--- src/rtl/ex_mem_reg.sv ---
// EX/MEM pipeline register with flush, bubble and hold, plus the multiply-accumulate feedback path to EX.
// Optional exception fields are enabled by defining EXMEM_EXCEPT_EN.
module ex_mem_reg #(
  parameter int DATA_W    = 32,
  parameter int REGADDR_W = 5,
  parameter int ALUOP_W   = 8,
  parameter int ALUSEL_W  = 3,
  parameter int CNT_W     = 2
) (
  input  logic                  clk,
  input  logic                  rst,
  input  logic [5:0]            stall,
  input  logic                  flush,
  input  logic [REGADDR_W-1:0]  ex_wd,
  input  logic                  ex_wreg,
  input  logic [DATA_W-1:0]     ex_wdata,
  input  logic [DATA_W-1:0]     ex_hi,
  input  logic [DATA_W-1:0]     ex_lo,
  input  logic                  ex_whilo,
  input  logic [ALUOP_W-1:0]    ex_aluop,
  input  logic [DATA_W-1:0]     ex_mem_addr,
  input  logic [DATA_W-1:0]     ex_reg2,
  input  logic [2*DATA_W-1:0]   hilo_i,
  input  logic [CNT_W-1:0]      cnt_i,
`ifdef EXMEM_EXCEPT_EN
  input  logic [31:0]           ex_excepttype,
  input  logic [DATA_W-1:0]     ex_inst_addr,
  input  logic                  ex_in_delayslot,
  output logic [31:0]           mem_excepttype,
  output logic [DATA_W-1:0]     mem_inst_addr,
  output logic                  mem_in_delayslot,
`endif
  output logic [REGADDR_W-1:0]  mem_wd,
  output logic                  mem_wreg,
  output logic [DATA_W-1:0]     mem_wdata,
  output logic [DATA_W-1:0]     mem_hi,
  output logic [DATA_W-1:0]     mem_lo,
  output logic                  mem_whilo,
  output logic [ALUOP_W-1:0]    mem_aluop,
  output logic [DATA_W-1:0]     mem_mem_addr,
  output logic [DATA_W-1:0]     mem_reg2,
  output logic [2*DATA_W-1:0]   hilo_o,
  output logic [CNT_W-1:0]      cnt_o
);

  // All mem_* fields share identical update rules, so they travel as one packed word.
`ifdef EXMEM_EXCEPT_EN
  localparam int EXC_W = 32 + DATA_W + 1;
`else
  localparam int EXC_W = 0;
`endif
  localparam int PIPE_W = REGADDR_W + 2 + 5*DATA_W + ALUOP_W + EXC_W;

  logic [PIPE_W-1:0]   ex_pipe;
  logic [PIPE_W-1:0]   mem_pipe_d, mem_pipe_q;
  logic [2*DATA_W-1:0] hilo_d, hilo_q;
  logic [CNT_W-1:0]    cnt_d, cnt_q;
  logic                bubble, hold;

`ifdef EXMEM_EXCEPT_EN
  assign ex_pipe = {ex_wd, ex_wreg, ex_wdata, ex_hi, ex_lo, ex_whilo, ex_aluop,
                    ex_mem_addr, ex_reg2, ex_excepttype, ex_inst_addr, ex_in_delayslot};
  assign {mem_wd, mem_wreg, mem_wdata, mem_hi, mem_lo, mem_whilo, mem_aluop,
          mem_mem_addr, mem_reg2, mem_excepttype, mem_inst_addr, mem_in_delayslot} = mem_pipe_q;
`else
  assign ex_pipe = {ex_wd, ex_wreg, ex_wdata, ex_hi, ex_lo, ex_whilo, ex_aluop,
                    ex_mem_addr, ex_reg2};
  assign {mem_wd, mem_wreg, mem_wdata, mem_hi, mem_lo, mem_whilo, mem_aluop,
          mem_mem_addr, mem_reg2} = mem_pipe_q;
`endif

  assign bubble = stall[3] & ~stall[4];
  assign hold   = stall[3] &  stall[4];

  always_comb begin
    mem_pipe_d = ex_pipe;
    hilo_d     = '0;
    cnt_d      = '0;
    if (flush) begin
      mem_pipe_d = '0;
    end else if (bubble) begin
      mem_pipe_d = '0;
      hilo_d     = hilo_i;
      cnt_d      = cnt_i;
    end else if (hold) begin
      mem_pipe_d = mem_pipe_q;
      hilo_d     = hilo_i;
      cnt_d      = cnt_i;
    end
  end

  always_ff @(posedge clk) begin
    if (rst) begin
      mem_pipe_q <= '0;
      hilo_q     <= '0;
      cnt_q      <= '0;
    end else begin
      mem_pipe_q <= mem_pipe_d;
      hilo_q     <= hilo_d;
      cnt_q      <= cnt_d;
    end
  end

  assign hilo_o = hilo_q;
  assign cnt_o  = cnt_q;

`ifndef SYNTHESIS
  // The control unit must never stall MEM while EX runs; the RTL then simply advances.
  a_no_mem_only_stall: assert property (@(posedge clk) disable iff (rst)
                                        !(!stall[3] && stall[4]));
`endif

endmodule

--- config.mk ---
export PLATFORM = sky130hd
export DESIGN_NAME = ex_mem_reg
export DESIGN_NICKNAME = d
export VERILOG_FILES = /design/src/rtl/ex_mem_reg.sv
export SDC_FILE = /design/constraint.sdc
export NUM_CORES = 1
export LEC_CHECK = 0
export CAP_MARGIN = 20
export CORE_AREA = 2 2 190 192
export CTS_BUF_LIST = sky130_fd_sc_hd__clkbuf_4 sky130_fd_sc_hd__clkbuf_8
export CTS_CLUSTER_DIAMETER = 120
export DETAILED_ROUTE_END_ITERATION = 10
export DIE_AREA = 0 0 192 194
export GPL_ROUTABILITY_DRIVEN = 0
export PLACE_DENSITY = 0.66
export SYNTH_ARGS = -nofsm -noshare
export SYNTH_HDL_FRONTEND = slang
export SYNTH_SLANG_ARGS = --single-unit
--- constraint.sdc ---
create_clock -name clk -period 1.02 [get_ports clk]
set_input_delay 0.204 -clock clk [delete_from_list [all_inputs] [get_ports clk]]
set_output_delay 0.204 -clock clk [all_outputs]
set_load 0.02 [all_outputs]
==> flow_summary.toml <==
[status]
status = "complete, but fails checks"
violations = "setup timing"

[clocking]
cts_tree = "yes"
worst_setup_hold_path_clk_slew_ns = 0.06
clock_path_buffers = 3
htree_levels = 2
clock_sinks = 241
clk_latency_ns = 0.55
ctsRootBufferMaster = "clkbuf_8"
numCtsBuffers = 43

[placed_design]
portBuffers = 486
place_area_sq_um = 16000
place_ws_ns = -0.469
dp.cells = 1944
hpwlAfterDp_um = 24400

[setup_path]
arrival_ns = 1.05
crit_required_ns = 0.82
path_class = "register to output port"
critical_path.cell_chain = "buf_6"
critical_path_peak_fanout = 1
critPathBufInv = 1
critical_path.slowest_cell = "dfxtp_2"
worstSetupStartpointType = "register"
cp-end-kind = "output port"
critPathTopFamily = "flip-flops"
cpPeakStageDelay_ns = 0.37

[yosys]
yosys_warnings = 0
yosysTopAreaCell = "dfxtp_1"
syn_area_sq_um = 9580
syn_inst = 926
synth.area.top_cells = "dfxtp_1 (50%), nand2b_1 (11%), nand3_2 (10%), a21oi_2 (9.1%), and3_1 (4.3%)"
ys_ff_latch = 241
ys_types = 17
yosys.area.top_type_share = 0.504
synthesis.nets = 1176
synth-seq-area-share = 0.504
synth_area_per_cell_sq_um = 10.3

[finish]
area.growth.synth_to_final_pct = 88.5
regArea_sq_um = 5130
final_core_util = 0.513
fin_area_sq_um = 18100
nNetsFinal = 1858
num-fill-cells = 3161
multiInputGateArea_sq_um = 4150
finalNonFillerCells = 2096
drive_gt1_frac = 0.612

[drt]
wl_per_cell_um = 16.1
viasPerCell = 4.36
drc = 0
drtIter0Drc = 308
drt_wl_total_um = 33800
vias = 9137
first_pass_iters = 5
postRouteAntennaNets = 0

[power]
p_per_area_nw_per_um2 = 1270
clkPwrFrac = 0.404
power_frac_seq = 0.432
intPower_mw = 17.2
p_switching_mw = 5.77
leakagePower_nw = 7.44
peakVddDrop_v = 0.000772
share_comb_of_total_power = 0.163
finalPower_mw = 23.0
switching_share = 0.251

[timing]
rsz0062_at_grt = "true"
setup_viol = 241
hold_viol_final = 0
finClkSkew_ns = 0
holdWs_ns = 0.104
drv_slew = 0
fin_crit_ns = 1.25
max_freq_ghz = 0.800
fin_crit_sh = 1.23
maxSlewHeadroom = 0.815
setup_tns_ns = -43.00
finalWorstSetupSlack_ns = -0.230
tightest_slew_ns = 0.277

[global_route]
grtUsageMet1 = 0.208
met2_usage = 0.290
grt_use_total = 0.172
grt_pass1_wl_um = 51000
antenna_found_initial = 1
grt_pass1_vias = 9319
grt_busiest_layer = "met2"
grt_use_met3 = 0.0529
overflow = 0
grt_max_degree = 43

[floorplanning]
coreArea_sq_um = 35200
start_util = 0.272
row_count = 69
die_y_um = 194
die_area_sq_um = 37200
die_w_um = 192
io_pins = 491

[hold_path]
hp-class = "primary input to register"

[job]
timing.max_cap.violations = 0
[repair_timing]
item                                    4_1_cts  5_1_grt
setup buffers                                36       44
endpoints found under the setup margin      241      241
hold buffers                                  0        0
gates resized for setup                    1685        0
[final timing paths]
check | from | endpoint | slack, ns | depth (start not counted)
hold reg to reg | mem_pipe_q[133] | mem_pipe_q[133] | 0.47 | 2
hold / removal | stall[4] | mem_pipe_q[2] | 0.10 | 3
setup / recovery | hilo_o[33] | hilo_o[33] | -0.23 | 1
setup reg to reg | mem_pipe_q[68] | mem_pipe_q[68] | 0.11 | 5
[flip-flops by register name (all words and copies together), names as in the netlist]
name and cells:
hilo_o 64, cnt_o 2, mem_pipe_q 175
[power groups by stage]
stage	Sequential, mW	Clock (mW)	Combinational, mW
finish	9.93	9.29	3.75
global route	9.95	10.0	3.98
CTS	9.93	9.59	3.70
detailed placement	10.0	0	3.57
global placement	10.0	0	3.55
floorplan	10.4	0	1.10
[logic make-up (layout without fill, tap and decap cells)]
logic type | after synthesis | after routing | synth area share
buffers and inverters | 92 | 800 | 0.0639
AND/OR/NAND/NOR | 418 | 418 | 0.302
flip-flops | 241 | 241 | 0.504
AO/OA/AOI/OAI | 175 | 175 | 0.131
other | 0 | 1 | 0
[final cells by class]
class / instances / share of cell area
Antenna cell: 1 / 0.000139
Clock buffer: 67 / 0.0452
Clock inverter: 4 / 0.00284
Multi-Input combinational cell: 593 / 0.230
Sequential cell: 241 / 0.284
Tap cell: 461 / 0.0319
Timing Repair Buffer: 729 / 0.406
[worst register-to-register path: cells and delay by family, from the launching register on]
| kind | cells | cell delay (ns) |
|---|---|---|
| simple gates | 1 | 0.05 |
| flops | 1 | 0.33 |
| compound gates | 1 | 0.05 |
| buf+inv | 3 | 0.37 |
[synth_stat cells (all sizes together)]
cell type	instances
nand2b	175
buf	60
a21oi	175
dfxtp	241
nor2	1
clkbuf	32
nand3	175
or2	1
and3	66
[layout by cell type, fill, tap and decap left out, drive strengths merged]
cell | Yosys | layout
clkinv | 0 | 1
clkdlybuf4s50 | 0 | 243
clkbuf | 32 | 68
a21oi | 175 | 175
bufinv | 0 | 1
buf | 60 | 485
and3 | 66 | 66
nor2 | 1 | 1
dfxtp | 241 | 241
nand3 | 175 | 175
clkinvlp | 0 | 1
inv | 0 | 1
or2 | 1 | 1
diode | 0 | 1
nand2b | 175 | 175
[layer usage]
| metal | up-vias | part of all wire |
|---|---|---|
| met1 | 4256 | 0.41 |
| li1 | 4507 | - |
| met2 | 325 | 0.49 |
| met4 | 0 | 0.022 |
| met3 | 49 | 0.080 |
| met5 | - | 0 |
(Power assumes the default switching activity.)
